## src/rtl/mips_store_pkg.sv

```systemverilog
// Shared encodings for the store narrowing path: request sizes, FSM states,
// byte-enable patterns and the alignment rule.
package mips_store_pkg;

   localparam int unsigned DATA_W = 32;
   localparam int unsigned BEAT_W = 16;
   localparam int unsigned BE_W   = 2;

   typedef enum logic [1:0] {
      SZ_BYTE = 2'b00,
      SZ_HALF = 2'b01,
      SZ_WORD = 2'b10,
      SZ_RSVD = 2'b11
   } size_e;

   typedef enum logic [1:0] {
      ST_IDLE  = 2'd0,
      ST_BEAT0 = 2'd1,
      ST_BEAT1 = 2'd2
   } state_e;

   // Bit 1 enables wdata[15:8], the even (big-endian first) byte.
   localparam logic [BE_W-1:0] BE_NONE = 2'b00;
   localparam logic [BE_W-1:0] BE_LO   = 2'b01;
   localparam logic [BE_W-1:0] BE_HI   = 2'b10;
   localparam logic [BE_W-1:0] BE_ALL  = 2'b11;

   // Reserved size is always rejected.
   function automatic logic is_misaligned(input size_e size, input logic [1:0] addr_lo);
      logic bad;
      case (size)
         SZ_BYTE: bad = 1'b0;
         SZ_HALF: bad = addr_lo[0];
         SZ_WORD: bad = (addr_lo != 2'b00);
         default: bad = 1'b1;
      endcase
      return bad;
   endfunction

endpackage

```

## src/rtl/store_lane_pack.sv

```systemverilog
// Big-endian lane packer: maps register data onto one 16-bit write beat.
// Ports: size_i request size, addr0_i byte address bit 0, data_i register
// data, beat_i beat index (0 first, 1 second half of a word); wdata_o / be_o
// beat data and byte enables.
module store_lane_pack
   import mips_store_pkg::*;
(
   input  size_e                   size_i,
   input  logic                    addr0_i,
   input  logic [DATA_W-1:0]       data_i,
   input  logic                    beat_i,
   output logic [BEAT_W-1:0]       wdata_o,
   output logic [BE_W-1:0]         be_o
);

   always_comb begin
      wdata_o = '0;
      be_o    = BE_NONE;
      case (size_i)
         SZ_BYTE: begin
            // Byte replicated on both lanes; enable selects the target byte.
            wdata_o = {data_i[7:0], data_i[7:0]};
            be_o    = addr0_i ? BE_LO : BE_HI;
         end
         SZ_HALF: begin
            wdata_o = data_i[15:0];
            be_o    = BE_ALL;
         end
         SZ_WORD: begin
            wdata_o = beat_i ? data_i[15:0] : data_i[31:16];
            be_o    = BE_ALL;
         end
         default: begin
            wdata_o = '0;
            be_o    = BE_NONE;
         end
      endcase
   end

endmodule

```

## src/rtl/store_narrow_unit.sv

```systemverilog
// Store narrowing unit: accepts one 32-bit store request, checks alignment,
// and issues one (byte/half) or two (word) big-endian halfword write beats.
// Ports: clk/rst (sync, active high); req_valid/req_ready/req_addr/req_data/
// req_size request side; mem_valid/mem_ready/mem_addr/mem_wdata/mem_be write
// port; done and misalign are single-cycle completion/reject pulses.
module store_narrow_unit
   import mips_store_pkg::*;
#(
   parameter int unsigned ADDR_W = 32
) (
   input  logic              clk,
   input  logic              rst,
   input  logic              req_valid,
   output logic              req_ready,
   input  logic [ADDR_W-1:0] req_addr,
   input  logic [DATA_W-1:0] req_data,
   input  logic [1:0]        req_size,
   output logic              mem_valid,
   input  logic              mem_ready,
   output logic [ADDR_W-1:0] mem_addr,
   output logic [BEAT_W-1:0] mem_wdata,
   output logic [BE_W-1:0]   mem_be,
   output logic              done,
   output logic              misalign
);

   state_e              state_q, state_d;
   size_e               size_q, size_d;
   logic [DATA_W-1:0]   data_q, data_d;
   logic                ready_q, ready_d;
   logic                valid_q, valid_d;
   logic [ADDR_W-1:0]   addr_q, addr_d;
   logic [BEAT_W-1:0]   wdata_q, wdata_d;
   logic [BE_W-1:0]     be_q, be_d;
   logic                done_q, done_d;
   logic                mis_q, mis_d;

   size_e               req_size_e;
   size_e               pk_size;
   logic [DATA_W-1:0]   pk_data;
   logic                pk_beat;
   logic [BEAT_W-1:0]   pk_wdata;
   logic [BE_W-1:0]     pk_be;

   assign req_size_e = size_e'(req_size);

   // Packer sees the incoming request in IDLE (first beat) and the latched
   // request afterwards (second word beat). addr0 only matters for bytes,
   // which are always packed from the live request.
   assign pk_size = (state_q == ST_IDLE) ? req_size_e : size_q;
   assign pk_data = (state_q == ST_IDLE) ? req_data : data_q;
   assign pk_beat = (state_q == ST_BEAT0);

   store_lane_pack u_pack (
      .size_i  (pk_size),
      .addr0_i (req_addr[0]),
      .data_i  (pk_data),
      .beat_i  (pk_beat),
      .wdata_o (pk_wdata),
      .be_o    (pk_be)
   );

   // State and registered outputs.
   always_ff @(posedge clk) begin
      if (rst) begin
         state_q <= ST_IDLE;
         size_q  <= SZ_BYTE;
         data_q  <= '0;
         ready_q <= 1'b1;
         valid_q <= 1'b0;
         addr_q  <= '0;
         wdata_q <= '0;
         be_q    <= BE_NONE;
         done_q  <= 1'b0;
         mis_q   <= 1'b0;
      end else begin
         state_q <= state_d;
         size_q  <= size_d;
         data_q  <= data_d;
         ready_q <= ready_d;
         valid_q <= valid_d;
         addr_q  <= addr_d;
         wdata_q <= wdata_d;
         be_q    <= be_d;
         done_q  <= done_d;
         mis_q   <= mis_d;
      end
   end

   // Next state and next registered outputs.
   always_comb begin
      state_d = state_q;
      size_d  = size_q;
      data_d  = data_q;
      ready_d = ready_q;
      valid_d = valid_q;
      addr_d  = addr_q;
      wdata_d = wdata_q;
      be_d    = be_q;
      done_d  = 1'b0;
      mis_d   = 1'b0;
      case (state_q)
         ST_IDLE: begin
            if (req_valid) begin
               if (is_misaligned(req_size_e, req_addr[1:0])) begin
                  mis_d = 1'b1;
               end else begin
                  state_d = ST_BEAT0;
                  size_d  = req_size_e;
                  data_d  = req_data;
                  addr_d  = {req_addr[ADDR_W-1:1], 1'b0};
                  valid_d = 1'b1;
                  wdata_d = pk_wdata;
                  be_d    = pk_be;
                  ready_d = 1'b0;
               end
            end
         end
         ST_BEAT0: begin
            if (mem_ready) begin
               if (size_q == SZ_WORD) begin
                  // Word is aligned, so +2 is just setting bit 1.
                  state_d = ST_BEAT1;
                  addr_d  = {addr_q[ADDR_W-1:2], 2'b10};
                  wdata_d = pk_wdata;
                  be_d    = pk_be;
               end else begin
                  state_d = ST_IDLE;
                  valid_d = 1'b0;
                  wdata_d = '0;
                  be_d    = BE_NONE;
                  ready_d = 1'b1;
                  done_d  = 1'b1;
               end
            end
         end
         ST_BEAT1: begin
            if (mem_ready) begin
               state_d = ST_IDLE;
               valid_d = 1'b0;
               wdata_d = '0;
               be_d    = BE_NONE;
               ready_d = 1'b1;
               done_d  = 1'b1;
            end
         end
         default: begin
            state_d = ST_IDLE;
            valid_d = 1'b0;
            wdata_d = '0;
            be_d    = BE_NONE;
            ready_d = 1'b1;
         end
      endcase
   end

   assign req_ready = ready_q;
   assign mem_valid = valid_q;
   assign mem_addr  = addr_q;
   assign mem_wdata = wdata_q;
   assign mem_be    = be_q;
   assign done      = done_q;
   assign misalign  = mis_q;

endmodule

```

## config.mk

```make
export PLATFORM = sky130hd
export DESIGN_NAME = store_narrow_unit
export DESIGN_NICKNAME = d
export VERILOG_FILES = /design/src/rtl/mips_store_pkg.sv /design/src/rtl/store_lane_pack.sv /design/src/rtl/store_narrow_unit.sv
export SDC_FILE = /design/constraint.sdc
export NUM_CORES = 1
export LEC_CHECK = 0
export CAP_MARGIN = 5
export CORE_ASPECT_RATIO = 0.7
export CORE_MARGIN = 4
export CORE_UTILIZATION = 50
export DETAILED_ROUTE_END_ITERATION = 16
export PLACE_DENSITY = 0.95
export SYNTH_ARGS = -nofsm -noshare
export SYNTH_HDL_FRONTEND = slang
export SYNTH_SLANG_ARGS = --single-unit
```

## constraint.sdc

```tcl
create_clock -name clk -period 3.59 [get_ports clk]
set_input_delay 0.8975 -clock clk [delete_from_list [all_inputs] [get_ports clk]]
set_output_delay 0.8975 -clock clk [all_outputs]
set_load 0.05 [all_outputs]
```

# ---- After elaboration in Yosys (flattened, before gate mapping)
# Cells that the tools add are included.
dict set report totals {
  regBits 90
  input_bits 70
  output_inout_bits 54
  elab_cells 88
}
dict set report classes {
  eq_ne 13
  muxes 48
  n_bitwise 4
  reduce_logical 12
}
# operator n
set op_table {}
lappend op_table {{16-bit two-way mux} 6}
lappend op_table {{32-bit two-way mux} 3}
lappend op_table {{16-bit case mux with 3 select lines} 2}
lappend op_table {{32-bit case mux with 2 select lines} 1}
lappend op_table {{2-bit two-way mux} 13}
lappend op_table {{1-bit two-way mux} 16}
lappend op_table {{2-bit inequality test (second input constant)} 6}
lappend op_table {{2-bit case mux with 3 select lines} 2}
lappend op_table {{5-bit AND reduction} 2}
lappend op_table {{1-bit case mux with 3 select lines} 3}
lappend op_table {{2-bit equality test (second input constant)} 4}
lappend op_table {{4-bit AND reduction} 2}
lappend op_table {{2-bit by 1-bit equality test with 1-bit output (second input constant)} 3}
lappend op_table {{2-bit logical NOT} 3}
lappend op_table {{1-bit inverter} 4}
lappend op_table {{2-bit case mux with 2 select lines} 1}
lappend op_table {{2-bit nonzero test} 2}
lappend op_table {{3-bit AND reduction} 1}
lappend op_table {{3-bit OR reduction} 1}
lappend op_table {{1-bit case mux with 2 select lines} 1}
lappend op_table {{2-bit OR reduction} 1}

# ---- Longest topological paths before layout
dict set report logic_depth {
  word_depth 8
  depth_mapped 9
  mapped_depth_nobuf 6
}

# ---- Hierarchy
# A second synthesis with hierarchy kept.
dict set report hier_totals {
  cells_unflattened 510
  area_unflattened_um2 4217.8
}
# module instances cells_per_inst area_each_um2 seq_area_each_um2
set modules_own_cells {}
lappend modules_own_cells {store_narrow_unit 1 449 3757.4 1781.7}
lappend modules_own_cells {store_lane_pack 1 61 460.4 0.0}

# ---- Least setup slack after synthesis
# No wires, ideal clock.
dict set report synth_path {
  kind {in2reg}
  start {input req_addr[0]}
  end {register wdata_q[10], in the netlist mem_wdata[10]}
  setup_time_ns 0.117
  arrival_time_ns 2.067
  required_ns 3.473
  path_slack_ns 1.406
  cell_stages 6
  n_path_buf 2
  cell_sequence {o21a_1 o221a_4 o21a_1 buf_2 buf_4 a22o_1}
}
dict set report synth_between {
  elab_chain_cells 6
}
# item line
set synth_lines {}
lappend synth_lines {{start: declaration} store_narrow_unit.sv:15} ;# input logic [ADDR_W-1:0] req_addr,
lappend synth_lines {{2-bit nonzero test} mips_store_pkg.sv:34} ;# SZ_WORD: bad = (addr_lo != 2'b00);
lappend synth_lines {{1-bit case mux with 3 select lines (*)} mips_store_pkg.sv:31} ;# case (size)
lappend synth_lines {{1-bit two-way mux (*)} store_narrow_unit.sv:104} ;# if (req_valid) begin
lappend synth_lines {{1-bit two-way mux (*)} store_narrow_unit.sv:102} ;# case (state_q)
lappend synth_lines {{2-bit inequality test (no line) (*)} -}
lappend synth_lines {{4-bit AND reduction (no line) (*)} -}
lappend synth_lines {{end signal: assignment} store_narrow_unit.sv:83} ;# wdata_q <= wdata_d;
lappend synth_lines {{end: declaration} store_narrow_unit.sv:33} ;# logic [BEAT_W-1:0] wdata_q, wdata_d;
# Mark *: on every way between the ends. The rest lies on a longest branch, timed or not. The select of a mux whose other input is x is not followed.
# A chain may end at the register's enable or synchronous reset.

# ---- Final worst setup path
dict set report layout_path {
  start {input req_size[1]}
  end {register addr_q[13], in the netlist mem_addr[13]}
}
dict set report layout_between {
  elab_chain_cells 6
  elab_cells_between_ends 8
  cone_classes {eq/ne (2); mux (3); bitwise (1); reduce/logical (2)}
}
# item line
set layout_lines {}
lappend layout_lines {{start: declaration} store_narrow_unit.sv:17} ;# input logic [1:0] req_size,
lappend layout_lines {{2-bit equality test, or another cell as far along} mips_store_pkg.sv:31}
lappend layout_lines {{1-bit case mux with 3 select lines (*)} mips_store_pkg.sv:31}
lappend layout_lines {{1-bit two-way mux (*)} store_narrow_unit.sv:104}
lappend layout_lines {{1-bit two-way mux (*)} store_narrow_unit.sv:102}
lappend layout_lines {{1-bit inverter (no line) (*)} -}
lappend layout_lines {{4-bit AND reduction (no line) (*)} -}
lappend layout_lines {{end signal: assignment} store_narrow_unit.sv:82} ;# addr_q <= addr_d;
lappend layout_lines {{end: declaration} store_narrow_unit.sv:32} ;# logic [ADDR_W-1:0] addr_q, addr_d;
# Marked as above.

==> metrics <==
cts bufs inserted=9; wire per inst=20.8 um; CP max stage delay=740 ps; cts hold-fix bufs=0; Fmax=358 MHz; setup slack at placement=518 ps; largest net degree at the start of global routing=61; final core utilization=71.1%; Site Rows=27; Fin Clk Skew=3.54 ps; Root Buffer=clkbuf_16; final setup violating endpoints=0; Syn-to-layout area delta=36.1%; post-synthesis cell area=0.00416 sq mm; Setup crit start=req_size[1]; crit-path cells=clkdlybuf4s50_1 -> o21a_1 -> o22a_2 -> buf_12 -> o31ai_1 -> a21oi_1; syn avg cell area=9.07 sq um; Worst Tran Pin Value=924 ps; post-CTS sizing=0; Setup CP Type=in -> reg; IO Pins=124; Pins Over Slew Limit=0; Congestion Overflow GR=0; initial drt markers=717; final net count=622; antenna cell count=0; Worst-Skew Late Latency=340 ps; CP Data Required Time=3850 ps; beginning of the worst hold path=mem_addr[25]; Post-CTS Setup Repair Bufs=0; critical path peak fanout=31; die width=117 um; Most used DFF post-synth=dfxtp_1; dpl hpwl=9300 um; max_slew headroom=38.4%; Fin. Hold Viols=0; worst-case clock buffer depth=2; Critical Path Slowest Stage Cell=clkdlybuf4s50_1; leak pwr=1.99 nW; Hold Slack=469 ps; multi-input logic area=0.00226 sq mm; Die H=84.4 um; HP Class=reg -> reg; #FFs+latches synth=83; layout cell share with drive strength beyond 1=10.5%; first-pass GRT wire length=21,200 um; RSZ-0062 raised after global routing=no; clock transition at the registers of the reported paths=60 ps; Ys Warns=0; number of synthesized flops with an enable pin=0; Synth area leader=dfxtp_1; IO Port Bufs=122; Placed Area=0.00541 sq mm; drt pass-1 iters=9; crit start category=primary input; GRT Overall Usage=27.1%; CTS tree=built; die footprint=0.00988 sq mm; initial antenna violation count=0; crit path DAT=3050 ps; power per cell area=526 mW/mm^2; Filler cells=590; Tcrit/Tclk final=77.8%; setup TNS=0 ps; Mapped Nets=532; Storage cell area=0.00166 sq mm; number of global-route vias before repair=4,109; Antenna Nets Post-Route=0; H-tree depth=3; Synth cell types=47; Synth top area share=39.9%; vias=4,360; Max-Cap Viols=0; CP top delay family=compound AO/OA/AOI/OAI gates; Placeable Area=0.00797 sq mm; clock sinks=83; outcome=finished, final reports clean; CP endpoint kind=flip-flop; Worst R2R Start=state_q[0]; vias per inst=6.69; Tmin final=2790 ps; GPL Wtd Cong=0.908; Remaining DRCs=0; Post-Route WL=13,500 um; final worst slack=797 ps; sequential fraction of the synthesis area=39.9%; async set-reset flop share out of synthesis=0%; Initial Utilization=52.2%; CP bufs+invs=2; post-route cell area=0.00567 sq mm; Worst VDD drop=0.000307 V; Synth Instances=459; Area contributors post-synth=dfxtp_1, a21oi_1, mux4_2
## worst paths after layout
| check | depth (start not counted) | endpoint | slack [ps] |
|---|---|---|---|
| worst min register to register | 2 | mem_addr[25] | 470 |
| worst min-delay path | 2 | mem_addr[25] | 470 |
| worst max register to register | 6 | mem_wdata[15] | 940 |
| worst max-delay path | 6 | mem_addr[13] | 800 |
## kinds of logic (layout without fill, tap and decap cells)
kind of cell	count (synthesis)	count (layout)	share of synthesized area (%)
other cells	1	1	0.0901
compound gates	179	179	28.9
flops	83	83	39.9
mux	26	26	9.62
buf+inv	61	153	6.43
fa+ha+maj	3	3	0.902
simple gates	106	106	14.2
## power by group
group          internal (mW)  switching [mW]  total (mW)
combinational          0.413           0.682        1.09
sequential              1.00          0.0509        1.05
clock                  0.473           0.358       0.831
## state kept, by name, summed over array words and instances, names as in the netlist
name,count
mem_addr,31
data_q,26
mem_wdata,16
mem_be,2
size_q,2
state_q,2
done,1
mem_valid,1
misalign,1
req_ready,1
## cells in the mapped netlist, drive strengths merged, types with 2 or more instances
cell and count:
dfxtp 83, a21oi 65, nand3 37, o21ai 32, nand4 30, o31ai 30, clkbuf 28, buf 27
nand2 17, mux2i 13, a22o 11, mux4 11, o211ai 9, o2bb2ai 7, inv 6, nand2b 4
nor3 4, o221ai 4, a22oi 3, a32oi 3, ha 3, nor2 3, nor2b 3, o22ai 3
a21boi 2, mux2 2, o21a 2, o41ai 2
## metrics by stage
step | power (mW) | std cells
2_1_floorplan | 1.80 | 459
3_3_place_gp | 2.11 | 639
3_5_place_dp | 2.14 | 639
4_1_cts | 2.97 | 652
5_1_grt | 3.09 | 652
6_report | 2.98 | 652
## cells in the final DEF, fill, tap and decap left out, drive strengths merged, types with 2 or more instances in the layout
cell type and n:
nor3 4, a32oi 3, nand2 17, o21ai 32
clkbuf 10, o21a 2, dfxtp 83, nor2 3
nand4 30, o41ai 2, mux2 2, clkdlybuf4s50 121
a21oi 65, o22ai 3, a21boi 2, clkinv 2
o221ai 4, a22oi 3, mux4 11, nand3 37
o211ai 9, o31ai 30, mux2i 13, ha 3
buf 13, inv 6, a22o 11, o2bb2ai 7
nand2b 4, nor2b 3
## metal layers
layer	track usage, %	part of all wire [%]	vias to the layer above
met5	0	0	-
met4	8.85	3.0	0
met3	7.93	9.3	43
met2	41.7	48	274
met1	36.5	40	2099
li1	-	-	1944
## worst reg2reg max path, cell delays in order (launching register included)
cell	delay, ps
dfxtp_1	330
inv_1	90
ha_2	800
buf_4	380
mux2i_1	490
o221ai_1	210
a22o_1	230
## final cells by class
cell class / instances / share of cell area, %
inverter: 6 / 0.397
tap: 101 / 2.23
clock buffer: 10 / 4.22
sequential: 83 / 29.3
multi-input combinational: 315 / 39.8
clock inverter: 3 / 0.309
timing repair buffer: 134 / 23.7
No activity file was read; power rests on OpenSTA's default activity.
